<file path="config.mk">
export PLATFORM = sky130hd
export DESIGN_NAME = rom_scan_reader_flat
export DESIGN_NICKNAME = d
export VERILOG_FILES = /design/src/rtl/rom_scan_reader_if.sv /design/src/rtl/rom_scan_reader.sv /design/src/flat_wrapper.sv
export SDC_FILE = /design/constraint.sdc
export NUM_CORES = 1
export LEC_CHECK = 0
export CELL_PAD_IN_SITES_DETAIL_PLACEMENT = 1
export CELL_PAD_IN_SITES_GLOBAL_PLACEMENT = 1
export CORE_MARGIN = 2
export CORE_UTILIZATION = 30
export CTS_CLUSTER_SIZE = 8
export DETAILED_ROUTE_END_ITERATION = 12
export PLACE_DENSITY = 0.81
export SLEW_MARGIN = 0
export SYNTH_ARGS = -nofsm -noshare
export SYNTH_HDL_FRONTEND = slang
export SYNTH_SLANG_ARGS = --single-unit
</file>
<file path="constraint.sdc">
create_clock -name clk -period 1.4 [get_ports clk]
set_clock_uncertainty 0.05 [all_clocks]
set_input_delay 0.14 -clock clk [delete_from_list [all_inputs] [get_ports clk]]
set_output_delay 0.14 -clock clk [all_outputs]
set_load 0.02 [all_outputs]
</file>
<file path="src/rtl/rom_scan_reader_if.sv">
// Downstream stream bundle for rom_scan_reader: the captured word, the ROM address
// it came from, and the valid/ready handshake.
interface rom_scan_reader_if #(
    parameter int ADDR_W = 3,
    parameter int DATA_W = 8
);
    logic                out_valid;
    logic                out_ready;
    logic [ADDR_W-1:0]   out_addr;
    logic [4*DATA_W-1:0] out_data;

    modport master (
        output out_valid,
        output out_addr,
        output out_data,
        input  out_ready
    );

    modport slave (
        input  out_valid,
        input  out_addr,
        input  out_data,
        output out_ready
    );
endinterface

</file>
<file path="src/rtl/rom_scan_reader.sv">
// Burst read initiator for the 4-lane ROM: issues sequential reads, captures each word
// after READ_LAT cycles and presents it downstream. Optional burst checksum: ROM_SCAN_CHECKSUM_EN.
module rom_scan_reader #(
    parameter int ADDR_W   = 3,
    parameter int DATA_W   = 8,
    parameter int READ_LAT = 1
) (
    input  logic                 clk,
    input  logic                 rst,
    input  logic                 start,
    input  logic [ADDR_W-1:0]    start_addr,
    input  logic [ADDR_W:0]      count,
    output logic                 busy,
    output logic                 done,
    output logic [ADDR_W-1:0]    rom_address,
    output logic                 rom_read_en,
    output logic                 rom_ce,
    input  logic [DATA_W-1:0]    rom_data_F1,
    input  logic [DATA_W-1:0]    rom_data_F2,
    input  logic [DATA_W-1:0]    rom_data_F3,
    input  logic [DATA_W-1:0]    rom_data_F4,
    rom_scan_reader_if.master    stream,
    output logic [DATA_W-1:0]    checksum
);

    typedef enum logic [1:0] {
        IDLE,
        ISSUE,
        WAIT,
        PRESENT
    } state_t;

    localparam logic [ADDR_W:0] FULL_BURST = (ADDR_W+1)'(1) << ADDR_W;
    localparam logic [1:0]      LAT_LOAD   = 2'(READ_LAT - 1);

    state_t              state;
    logic [ADDR_W-1:0]   addr_cnt;
    logic [ADDR_W:0]     remaining;
    logic [1:0]          lat_cnt;
    logic                valid_q;
    logic [ADDR_W-1:0]   out_addr_q;
    logic [4*DATA_W-1:0] out_data_q;
    logic [4*DATA_W-1:0] lanes;
    logic                capture;
    logic                handshake;

    assign lanes     = {rom_data_F4, rom_data_F3, rom_data_F2, rom_data_F1};
    // Capture happens at the end of the last cycle the ROM is enabled.
    assign capture   = ((state == ISSUE) && (READ_LAT == 1)) ||
                       ((state == WAIT) && (lat_cnt == 2'd1));
    assign handshake = (state == PRESENT) && valid_q && stream.out_ready;

    assign rom_address      = addr_cnt;
    assign stream.out_valid = valid_q;
    assign stream.out_addr  = out_addr_q;
    assign stream.out_data  = out_data_q;

    always_ff @(posedge clk or posedge rst) begin
        if (rst) begin
            state       <= IDLE;
            addr_cnt    <= '0;
            remaining   <= '0;
            lat_cnt     <= '0;
            busy        <= 1'b0;
            done        <= 1'b0;
            rom_ce      <= 1'b0;
            rom_read_en <= 1'b0;
            valid_q     <= 1'b0;
            out_addr_q  <= '0;
            out_data_q  <= '0;
        end else begin
            done <= 1'b0;
            case (state)
                IDLE: begin
                    if (start) begin
                        addr_cnt    <= start_addr;
                        remaining   <= (count == '0) ? FULL_BURST : count;
                        busy        <= 1'b1;
                        rom_ce      <= 1'b1;
                        rom_read_en <= 1'b1;
                        state       <= ISSUE;
                    end
                end
                ISSUE: begin
                    lat_cnt <= LAT_LOAD;
                    state   <= WAIT;
                end
                WAIT: begin
                    lat_cnt <= lat_cnt - 2'd1;
                end
                PRESENT: begin
                    if (handshake) begin
                        valid_q   <= 1'b0;
                        addr_cnt  <= addr_cnt + 1'b1;
                        remaining <= remaining - 1'b1;
                        if (remaining == (ADDR_W+1)'(1)) begin
                            done  <= 1'b1;
                            busy  <= 1'b0;
                            state <= IDLE;
                        end else begin
                            rom_ce      <= 1'b1;
                            rom_read_en <= 1'b1;
                            state       <= ISSUE;
                        end
                    end
                end
                default: state <= IDLE;
            endcase

            // Overrides the ISSUE/WAIT next-state when the read latency has elapsed.
            if (capture) begin
                out_data_q  <= lanes;
                out_addr_q  <= addr_cnt;
                valid_q     <= 1'b1;
                rom_ce      <= 1'b0;
                rom_read_en <= 1'b0;
                state       <= PRESENT;
            end
        end
    end

`ifdef ROM_SCAN_CHECKSUM_EN
    logic [DATA_W-1:0] csum_q;
    logic [DATA_W-1:0] beat_sum;

    assign beat_sum = out_data_q[DATA_W-1:0] + out_data_q[2*DATA_W-1:DATA_W] +
                      out_data_q[3*DATA_W-1:2*DATA_W] + out_data_q[4*DATA_W-1:3*DATA_W];

    always_ff @(posedge clk or posedge rst) begin
        if (rst) begin
            csum_q <= '0;
        end else if ((state == IDLE) && start) begin
            csum_q <= '0;
        end else if (handshake) begin
            csum_q <= csum_q + beat_sum;
        end
    end

    assign checksum = csum_q;
`else
    assign checksum = '0;
`endif

endmodule
</file>
<file path="src/flat_wrapper.sv">
// flat-port wrapper written by rule: the top's interface ports become plain ports
module rom_scan_reader_flat 
#(
    parameter int ADDR_W   = 3,
    parameter int DATA_W   = 8,
    parameter int READ_LAT = 1
)
  (clk, rst, start, start_addr, count, busy, done, rom_address, rom_read_en, rom_ce, rom_data_F1, rom_data_F2, rom_data_F3, rom_data_F4, checksum, stream_out_valid, stream_out_addr, stream_out_data, stream_out_ready);
  rom_scan_reader_if #(.ADDR_W(ADDR_W), .DATA_W(DATA_W)) stream_i ();
  input  logic clk;
  input  logic rst;
  input  logic start;
  input  logic [ADDR_W-1:0] start_addr;
  input  logic [ADDR_W:0] count;
  output logic busy;
  output logic done;
  output logic [ADDR_W-1:0] rom_address;
  output logic rom_read_en;
  output logic rom_ce;
  input  logic [DATA_W-1:0] rom_data_F1;
  input  logic [DATA_W-1:0] rom_data_F2;
  input  logic [DATA_W-1:0] rom_data_F3;
  input  logic [DATA_W-1:0] rom_data_F4;
  output logic [DATA_W-1:0] checksum;
  output wire logic [$bits(stream_i.out_valid)-1:0] stream_out_valid;
  output wire logic [$bits(stream_i.out_addr)-1:0] stream_out_addr;
  output wire logic [$bits(stream_i.out_data)-1:0] stream_out_data;
  input wire logic [$bits(stream_i.out_ready)-1:0] stream_out_ready;
  assign stream_out_valid = stream_i.out_valid;
  assign stream_out_addr = stream_i.out_addr;
  assign stream_out_data = stream_i.out_data;
  assign stream_i.out_ready = stream_out_ready;
  rom_scan_reader #(.ADDR_W(ADDR_W), .DATA_W(DATA_W), .READ_LAT(READ_LAT)) u_core (.clk(clk), .rst(rst), .start(start), .start_addr(start_addr), .count(count), .busy(busy), .done(done), .rom_address(rom_address), .rom_read_en(rom_read_en), .rom_ce(rom_ce), .rom_data_F1(rom_data_F1), .rom_data_F2(rom_data_F2), .rom_data_F3(rom_data_F3), .rom_data_F4(rom_data_F4), .stream(stream_i), .checksum(checksum));
endmodule
</file>
==> impl_metrics.tcl <==
set metrics [dict create \
    cts_root_buffer "clkbuf_8" \
    die_w_um 91.77 \
    synthDistinctLibCells 37 \
    ios 94 \
    dpl_cell_area_um2 3398 \
    busiest_layer "met2" \
    first_iter_violations 28 \
    r2r_setup_slack_ns -0.21 \
    grt_pass1_wl_mm 9.466 \
    hp-class "input pin to asynchronous set/reset pin" \
    worstRegToRegCells 5 \
    grt_usage 0.1430 \
    met3_usage 0.03369 \
    initial_utilization 0.3038 \
    cellLeakagePower_uw 0.001742 \
    grt_max_degree 27 \
    use_met1 0.1728 \
    path_max_fanout 10 \
    final_nets 341 \
    crit_end "u_core.stream.out_data[4]" \
    cts.sinks 50 \
    num_vias 1845 \
    antennaDiodeCount 0 \
    routedWlPerCell_um 16.79 \
    core.rowCount 32 \
    syn-cell-area_um2 2311 \
    p_per_area_nw_per_um2 2339 \
    final_layout_size_suffix_gt1_frac 0.3299 \
    synth_top_cells_by_count "dfrtp_1, mux2_2, inv_1" \
    gp_congestion 0.7876 \
    start_kind "flip-flop" \
    core_area_um2 7607 \
    period_share 1.148 \
    cts_buffers 5 \
    synth_flop_cell "dfrtp_1" \
    drt_first_pass_iters 4 \
    drt_wl_total_mm 6.599 \
    worstSetupStartpoint "u_core.lat_cnt[0]" \
    grt_use_met2 0.2500 \
    dp_slack_ns -0.2829 \
    final_area_um2 3767 \
    hold_viol_final 0 \
    r2r-start "u_core.lat_cnt[0]" \
    end_kind "flip-flop" \
    power_uw 8811 \
    cts_tree "built" \
    area_growth_pct 63.02 \
    maxClockFrequency_mhz 622.0 \
    antenna_found_initial 0 \
    drv_cap 0 \
    port_buffers 85 \
    vias_per_cell 4.695 \
    rsz0062_at_grt "yes" \
    async_flop_share 1.000 \
    path_class "flip-flop to flip-flop" \
    clockBufferDepth 2 \
    seq_area_frac_synth 0.5414 \
    clkTransAtPathRegs_ns 0.10 \
    postSynthCellCount 180 \
    synth_top_area_share 0.5414 \
    status "complete, but fails checks" \
    clk_latency_ns 0.31 \
    max-vdd-ir-drop_uv 1047 \
    required_ns 1.55 \
    die_h_um 91.77 \
    fillers 800 \
    synth_seq_cells 50 \
    drv_slew 0 \
    synth_top_cell_by_area "dfrtp_1" \
    violations "negative setup slack" \
    synth.area.top_cells "dfrtp_1, mux2_2, ha_1, mux2_1, buf_4" \
    setup_slack_ns -0.2077 \
    drc 0 \
    grt_pass1_vias 1886 \
    ys_warn_count 0 \
    reg2reg_to "u_core.stream.out_data[4]" \
    synth_edf_count 0 \
    setup_tns_ns -8.016 \
    period_minus_slack_ns 1.608 \
    synth_most_common_cell "dfrtp_1" \
    dieArea_um2 8421 \
    avgSynthCellArea_um2 12.84 \
    dp_hpwl_mm 4.399 \
    hold_slack_ns 0.1653 \
    cp.arrival_ns 1.76 \
    final-setup-viol-count 47 \
    ctsHtreeMaxLevel 2 \
    ant_nets 0 \
    grt_overflow 0 \
]
==> cell usage in the layout (no fill, tap or decap), types with 4 or more instances in the layout <==
master           synthesis  routed
dfrtp_1                 50      47
dlygate4sd2_1            0      42
buf_4                   10      19
mux2_4                   0      20
conb_1                   1       8
ha_1                     8       4
nand2_1                  7       6
clkbuf_8                 0       6
mux2_2                  27      12
inv_1                   11       7
clkdlybuf4s50_1          0      42
==> through the flow <==
| step | utilization | cells |
|---|---|---|
| 2_1_floorplan | - | 187 |
| 3_3_place_gp | 0.4467 | 376 |
| 3_5_place_dp | 0.4467 | 376 |
| 4_1_cts | 0.4600 | 387 |
| 5_1_grt | 0.4952 | 393 |
| 6_report | 0.4952 | 393 |
==> flip-flops by register name, summed over array words and instances, names as in the netlist <==
| register | cells |
|---|---|
| u_core.stream.out_data | 32 |
| u_core.remaining | 4 |
| u_core.rom_address | 3 |
| u_core.stream.out_addr | 3 |
| u_core.lat_cnt | 2 |
| u_core.state | 2 |
| u_core.busy | 1 |
| u_core.done | 1 |
| u_core.rom_read_en | 1 |
| u_core.stream.out_valid | 1 |
==> cell type report <==
cell class              count  area [um^2]  share of cell area
multi-input cells         110         1126              0.2989
flip-flops and latches     50         1255              0.3331
clock inverters             2        38.79             0.01030
well taps                 102        127.6             0.03388
clock buffers               6        82.58             0.02192
repair buffers            112         1091              0.2896
inverters                  11        46.29             0.01229
==> worst max-delay path, stage by stage, from the launching register on <==
cell	delay, ns
dfrtp_1	0.41
ha_1	0.24
a21oi_4	0.17
buf_12	0.14
buf_12	0.14
mux2_2	0.34
==> logic make-up after synthesis <==
logic type      count (synthesis)  synth area share
compound gates                 26           0.08500
fa+ha+maj                       8           0.04332
buf+inv                        27           0.06334
flops                          50            0.5414
mux                            38            0.1852
other cells                     1          0.001623
simple gates                   30           0.08013
==> layer usage <==
metal,wire (um),part of all wire,vias to the layer above
li1,-,-,839
met1,2817,0.43,936
met2,3426,0.52,63
met3,272,0.041,7
met4,82,0.012,0
met5,0,0,-
==> worst min-delay path by stage <==
stage                                       to                 startpoint  slack, ns  cells past startpoint
floorplan            u_core.stream.out_data[0]             rom_data_F1[0]       0.22                      1
global route        u_core.stream.out_data[12]                        rst       0.18                      3
CTS                  u_core.stream.out_data[6]                        rst       0.17                      3
global placement     u_core.stream.out_data[0]  u_core.stream.out_data[0]       0.42                      1
detailed placement   u_core.stream.out_data[0]  u_core.stream.out_data[0]       0.43                      1
finish              u_core.stream.out_data[12]                        rst       0.17                      3
==> report_power, final <==
group | total [uW] | switching (uW) | internal (uW)
Combinational | 5130 | 2470 | 2660
Clock | 1100 | 512 | 588
Sequential | 2580 | 441 | 2140
==> what timing repair did <==
action | in CTS | in global routing
buffers inserted | 3 | 4
gates cloned | 0 | 2
hold buffers | 0 | 0
setup endpoints to repair | 90 | 51
pin swaps | 0 | 7
resized for setup | 45 | 43
Power figures use the tool's default switching activity.
